==> config.mk <==
export PLATFORM = sky130hd
export DESIGN_NAME = unidade_busca
export DESIGN_NICKNAME = d
export VERILOG_FILES = /design/src/rtl/unidade_busca.sv
export SDC_FILE = /design/constraint.sdc
export NUM_CORES = 1
export LEC_CHECK = 0
export CORE_UTILIZATION = 60
export CTS_CLUSTER_SIZE = 28
export DETAILED_ROUTE_END_ITERATION = 16
export DONT_BUFFER_PORTS = 1
export PLACE_DENSITY = 0.79
export SYNTH_ARGS = -nofsm -noshare
export SYNTH_HDL_FRONTEND = slang
export SYNTH_SLANG_ARGS = --single-unit
==> constraint.sdc <==
create_clock -name clock -period 8.72 [get_ports clock]
set_clock_uncertainty 0.1 [all_clocks]
set_input_delay 0.872 -clock clock [delete_from_list [all_inputs] [get_ports clock]]
set_output_delay 0.872 -clock clock [all_outputs]
set_load 0.02 [all_outputs]
==> src/rtl/unidade_busca.sv <==
// unidade_busca: instruction fetch FSM that owns the PC, runs the memory read
// handshake and splits the fetched MIPS word into decoder fields.
module unidade_busca #(
    parameter logic [31:0] RESET_PC = 32'h0000_0000
) (
    input  logic        clock,
    input  logic        reset_n,
    output logic [31:0] mem_addr,
    output logic        mem_req,
    input  logic        mem_ack,
    input  logic [31:0] mem_data,
    input  logic        stall,
    input  logic        branch,
    input  logic        zero,
    input  logic        jump,
    output logic [31:0] instr,
    output logic [5:0]  opcode,
    output logic [4:0]  rs,
    output logic [4:0]  rt,
    output logic [4:0]  rd,
    output logic [5:0]  funct,
    output logic [15:0] imm,
    output logic [31:0] pc_plus4,
    output logic        instr_valid,
    output logic [31:0] instr_count
);
    typedef enum logic [1:0] {IDLE, FETCH, ISSUE, UPDATE} state_t;

    localparam logic [31:0] PC_INIT = {RESET_PC[31:2], 2'b00};

    state_t      state_q;
    logic [31:0] pc_q, pc_d, instr_q, count_q;
    logic        mem_req_q, valid_q;

    assign mem_addr    = pc_q;
    assign mem_req     = mem_req_q;
    assign instr_valid = valid_q;
    assign instr       = instr_q;
    assign instr_count = count_q;
    assign opcode      = instr_q[31:26];
    assign rs          = instr_q[25:21];
    assign rt          = instr_q[20:16];
    assign rd          = instr_q[15:11];
    assign funct       = instr_q[5:0];
    assign imm         = instr_q[15:0];
    assign pc_plus4    = pc_q + 32'd4;

    // Jump outranks a taken branch; all targets wrap modulo 2^32.
    always_comb begin
        pc_d = jump           ? {pc_plus4[31:28], instr_q[25:0], 2'b00} :
               branch && zero ? pc_plus4 + {{14{instr_q[15]}}, instr_q[15:0], 2'b00} :
                                pc_plus4;
    end

    always_ff @(posedge clock or negedge reset_n) begin
        if (!reset_n) begin
            state_q   <= IDLE;
            pc_q      <= PC_INIT;
            instr_q   <= '0;
            count_q   <= '0;
            mem_req_q <= 1'b0;
            valid_q   <= 1'b0;
        end else begin
            case (state_q)
                IDLE: begin
                    state_q   <= FETCH;
                    mem_req_q <= 1'b1;
                end
                FETCH: if (mem_ack) begin
                    state_q   <= ISSUE;
                    instr_q   <= mem_data;
                    mem_req_q <= 1'b0;
                    valid_q   <= 1'b1;
                end
                ISSUE: if (!stall) begin
                    state_q <= UPDATE;
                    valid_q <= 1'b0;
                end
                UPDATE: begin
                    state_q   <= FETCH;
                    pc_q      <= pc_d;
                    count_q   <= count_q + 32'd1;
                    mem_req_q <= 1'b1;
                end
                default: state_q <= IDLE;
            endcase
        end
    end
endmodule

==> run summary, run 1 <==
Setup TNS: 0 ns
Detailed Place HPWL: 12.9 mm
Yosys top cell area share: 35.6%
Final count of hold timing violations: 0
Cts hold-fix bufs: 0
PD cells: 499 nW/µm²
Post-layout net count: 770
Leakage: 3.05 nW
First-pass GRT wire length: 27.6 mm
Critical path class: reg -> reg
Status: finished, final reports clean
Finished Cell Area: 6970 µm²
Final setup fails: 0
Post-cts resize count: 0
Crit end category: flop
DP Area: 6660 µm²
Setup Buffers After CTS: 0
Worst Max-Slew Pin Slew: 0.940 ns
Most used DFF post-synth: dfrtp_1
Top layer in use: met4
#FFs+latches synth: 98
Seq/Total Area, Yosys: 35.6%
Number of iterations in the first detailed-routing pass: 8
Fin crit period: 4.85 ns
Final Cycle Share: 55.7%
Share of post-route cells with drive strength above 1: 10.7%
Final Non-Filler Cells: 834
Clock power frac: 12.4%
Pint: 1.58 mW
CTS Buf Count: 9
Worst hold path type: in -> async
RR Startpoint: mem_addr[10]
Switching power: 1.90 mW
Port-buffer cells: 0
Ys async rst share: 100%
Total GRT Usage: 30.3%
Grt ovf: 0
Post-synth top area cell: dfrtp_1
TritonCTS clock tree: yes
Max Cap Violations: 0
Initial antenna violation count: 0
Switching Share: 54.5%
Synth Warn #: 0
Worst Setup Start Kind: flop
Via count: 5487
RR Endpoint: mem_addr[31]
I/O Pins: 212
VDD IR max: 0.311 mV
Detailed Route WL: 17.8 mm
Synth Cell Area: 6900 µm²
Starting Density: 62.5%
Worst R2R Setup Slack: 3.87 ns
R2R depth: 16
CTS Buffer Depth: 2
Via density: 6.58
Slew margin rel.: 37.4%
Core Rows: 38
Fillcell total: 906
Inst Count DP: 818
N_diodes: 0
Die Span X: 109 µm
RSZ-0062 raised after global routing: false
Wire length on met3: 1.72 mm
Clk Tree Root Cell: clkbuf_16
Most frequent cells in the layout: dfrtp_1, nand2_1, xnor2_1
Core Util, Final: 63.2%
Syn Area/Cell: 9.28 µm²
Share of total power in sequential cells: 34.8%
CP arrival: 5.03 ns
Area growth syn-to-layout: 1.11%
Iter 0 DRT Violations: 469
Die height: 109 µm
Hold_ws: 0.104 ns
CP required: 8.89 ns
Fmax: 206 MHz
Met2 routed WL: 8.42 mm
CTS clk-pin slew, worst paths: 0.08 ns
Core ar.: 11000 µm²
Final RePlAce weighted congestion: 0.909
Skew-Pair Late Insertion Delay: 0.36 ns
Post-route DRC: 0
Synth unique cells: 69
Die area: 11900 µm²
Post-Route M1 WL: 7.32 mm
Comb pwr share: 52.9%
Post-synth EDFFs: 0
Commonest non-fill, non-tap cell in the layout: dfrtp_1
Synth area leaders: dfrtp_1, xnor2_1, ha_1
Largest net degree at the start of global routing: 99
Antenna Violating Nets Remaining: 0
Crit-path max FO: 10
DR WL/cell: 21.4 µm
Clock sinks: 98
Mapped Cells: 743
Vias in the first global route: 5300
Depth of the CTS H-tree: 3
Final Max Tran Viols: 0
[synth_stat cells, types with 9 or more instances]
cell      count
a211oi_1      9
a21o_1       16
a21oi_1      46
and3_1       16
buf_4        47
clkbuf_1     19
dfrtp_1      98
ha_1         41
inv_1        16
mux2_2       38
nand2_1      83
nand3_1      31
nand4_1      16
nor2_1       41
o21ai_0      36
xnor2_1      60
xor2_1       21
[flip-flops by register name, indices dropped and copies added, names as in the netlist]
name	flops
mem_addr	30
instr_valid	1
instr	32
instr_count	32
mem_req	1
state_q	2
[power by group through the flow]
| stage | Combinational (mW) | Clock (mW) | Sequential (mW) |
|---|---|---|---|
| 3_5_place_dp | 1.79 | 0 | 1.22 |
| 4_1_cts | 1.81 | 0.435 | 1.21 |
| 5_1_grt | 2.01 | 0.452 | 1.24 |
| 2_1_floorplan | 1.75 | 0 | 1.01 |
| 6_report | 1.84 | 0.429 | 1.21 |
| 3_3_place_gp | 1.75 | 0 | 1.21 |
[worst max-delay path: stages, from the launching register on]
cell       delay [ns]
dfrtp_1          0.57
and4_1           0.28
and3_1           0.24
nand4_1          0.21
nor4_2           0.46
nand2_1          0.21
xnor2_1          0.53
ha_1             0.45
a21o_1           0.22
a21oi_1          0.14
nor2b_1          0.06
a2111oi_0        0.33
a21boi_0         0.17
a311oi_2         0.28
xnor2_1          0.12
and3_4           0.20
o31ai_2          0.19
[per-stage QoR]
step | power, mW | worst slack, ns
2_1_floorplan | 2.76 | 4.51
3_3_place_gp | 2.96 | 4.00
3_5_place_dp | 3.01 | 3.86
4_1_cts | 3.45 | 3.85
5_1_grt | 3.70 | 3.39
6_report | 3.48 | 3.87
[cell type report]
type                    instances  area (µm²)  area share, %
multi-input cells             558        3930           56.4
flip-flops and latches         98        2450           35.2
clock buffers                   9         225           3.23
well taps                     140         175           2.51
clock inverters                 7        88.8           1.27
inverters                      18        67.6          0.969
repair buffers                  4        30.0          0.431
[per-layer routing]
metal / track usage (%) / up-vias
li1: - / 2483
met1: 40.2 / 2681
met2: 48.2 / 288
met3: 8.19 / 35
met4: 9.90 / 0
met5: 0 / -
[logic make-up (layout without fill, tap and decap cells)]
logic type | count (synthesis) | count (layout) | synth area share (%)
simple gates | 221 | 221 | 15.6
fa+ha+maj | 42 | 42 | 7.73
mux | 42 | 42 | 6.79
flops | 98 | 98 | 35.6
other cells | 1 | 4 | 0.0544
buf+inv | 90 | 38 | 7.57
compound gates | 168 | 168 | 16.4
xor+xnor | 81 | 81 | 10.3
[worst max path at each step]
stage,start,to,slack [ns],cells after the start
after floorplan,mem_addr[10],mem_addr[31],4.51,17
after global placement,mem_addr[10],mem_addr[31],4.00,16
after detailed placement,mem_addr[10],mem_addr[31],3.86,16
after CTS,mem_addr[10],mem_addr[31],3.85,16
after global routing,mem_addr[10],mem_addr[31],3.39,16
final,mem_addr[10],mem_addr[31],3.87,16
(Power assumes the default switching activity.)
==> run 2: changes to the inputs <==
Clock period 8.72 ns to 4.9 ns, I/O delays scaled along.
==> run 2 against run 1 <==
  * First-iteration DRC count down 27%
  * Core utilization up 2.2 points
  * Register-to-register slack worse by 3.4 ns
  * Combinational power up 82%
  * Setup slack worse by 3.4 ns
  * Sequential share of layout area down 1.2 points
  * Sequential cell count unchanged
  * Clock power up 80%
  * Wire length down 2.2%
  * Maximum frequency up 8.3%
  * Die area unchanged
  * Critical path type unchanged
  * Critical endpoint unchanged
  * Largest cell class unchanged
  * Largest power group unchanged
==> run summary, run 2 (synthesis results as in run 1) <==
Status: finished, final reports clean
Grt ovf: 0
Final setup fails: 0
Finished Cell Area: 7210 µm²
Post-layout net count: 798
Clock sinks: 98
Die Span X: 109 µm
Critical-path cell list: and3_1 > nand2_1 > nor3_2 > nor2b_1 > nand3_1 > xnor2_1 > ha_1 > a21o_1 > a21oi_1 > nor2b_1 > a2111oi_0 > a21boi_0 > a311oi_2 > xnor2_1 > and3_4 > o31ai_2
Core ar.: 11000 µm²
Crit end category: flop
CTS clk-pin slew, worst paths: 0.08 ns
Setup TNS: 0 ns
Final Max Tran Viols: 0
Worst hold path type: in -> reg
Setup Buffers After CTS: 0
Detailed Route WL: 17.4 mm
Footprint of the multi-input gates: 3930 µm²
Core Util, Final: 65.4%
CTS Buf Count: 9
Worst path slowest cell: dfrtp_1
Share of post-route cells with drive strength above 1: 14.0%
Switching Share: 53.5%
Antenna Violating Nets Remaining: 0
Final Cycle Share: 91.5%
Crit-path max FO: 7
Pre-CTS setup slack: 0.525 ns
Number of iterations in the first detailed-routing pass: 4
Die height: 109 µm
DR WL/cell: 20.2 µm
Final Non-Filler Cells: 862
First-pass GRT wire length: 27.6 mm
Worst Max-Slew Pin Slew: 0.922 ns
PD cells: 873 nW/µm²
Buf/Inv on CP: 0
DP Area: 6850 µm²
Comb pwr share: 53.2%
Iter 0 DRT Violations: 344
Skew-Pair Late Insertion Delay: 0.36 ns
Core Rows: 38
Worst Setup Start Kind: flop
Die area: 11900 µm²
Hold_ws: 0.175 ns
Slew margin rel.: 38.1%
Post-route DRC: 0
I/O Pins: 212
Detailed Place HPWL: 12.6 mm
Via density: 6.39
Clock power frac: 12.3%
Final RePlAce weighted congestion: 0.931
Switching power: 3.37 mW
RSZ-0062 raised after global routing: false
CP required: 5.06 ns
Fillcell total: 865
Power after layout: 6.30 mW
Fmax: 223 MHz
Fin crit period: 4.48 ns
CP top delay family: simple AND/OR/NAND/NOR gates
Depth of the CTS H-tree: 3
Initial antenna violation count: 0
Area growth syn-to-layout: 4.63%
TritonCTS clock tree: yes
Pint: 2.93 mW
N_diodes: 0
Setup ws final: 0.418 ns
Register Area: 2450 µm²
Max Cap Violations: 0
Share of total power in sequential cells: 34.5%
CTS Buffer Depth: 2
Max incr delay on CP: 0.54 ns
Critical path class: reg -> reg
Largest net degree at the start of global routing: 99
Total GRT Usage: 30.3%
Clk Tree Root Cell: clkbuf_16
Final count of hold timing violations: 0
Via count: 5512
Port-buffer cells: 0
Inst Count DP: 844
Commonest non-fill, non-tap cell in the layout: dfrtp_1
VDD IR max: 0.706 mV
Most frequent cells in the layout: dfrtp_1, nand2_1, xnor2_1
CP arrival: 4.65 ns
Starting Density: 62.5%
Vias in the first global route: 5399
Leakage: 3.20 nW
[run 2: cell types whose count changed in the layout (fill, tap and decap cells not counted), sizes merged]
cell | previous run | this run
inv | 21 | 18
clkinv | 2 | 5
buf | 4 | 31
dlygate4sd3 | 0 | 1
[run 2: final cells by class]
class | instances | area share [%]
inverters | 18 | 0.937
repair buffers | 32 | 3.64
well taps | 140 | 2.43
clock buffers | 9 | 3.12
clock inverters | 7 | 1.37
multi-input cells | 558 | 54.5
flip-flops and latches | 98 | 34.0
[run 2: metal layers]
| layer | wire length [µm] | track usage, % | share of wire, % |
|---|---|---|---|
| met1 | 7440 | 39.9 | 43 |
| met2 | 8110 | 47.6 | 46 |
| met3 | 1490 | 7.53 | 8.5 |
| met4 | 412 | 12.6 | 2.4 |
| met5 | 0 | 0 | 0 |
[run 2: power by group through the flow]
stage          clock network (mW)  registers, mW  logic, mW
6_report                    0.773           2.17       3.35
5_1_grt                     0.812           2.23       3.69
4_1_cts                     0.781           2.17       3.32
3_5_place_dp                    0           2.19       3.27
3_3_place_gp                    0           2.17       3.20
2_1_floorplan                   0           1.79       3.12
[run 2: path summary, 6_finish.rpt]
check                        startpoint           end  slack, ns  cells after the start
min                        mem_data[29]     instr[29]       0.17                      1
max                         mem_addr[7]  mem_addr[31]       0.42                     16
max reg2reg                 mem_addr[7]  mem_addr[31]       0.42                     16
min in group asynchronous       reset_n  mem_addr[14]       0.61                      2
max in group asynchronous       reset_n  mem_addr[11]       3.69                      2
min reg2reg                  state_q[1]    state_q[1]       0.47                      2
[run 2: what timing repair did]
| item | in CTS | in global routing |
|---|---|---|
| hold buffers | 2 | 0 |
| endpoints found under the hold margin | 98 | 0 |
| resized for setup | 0 | 0 |
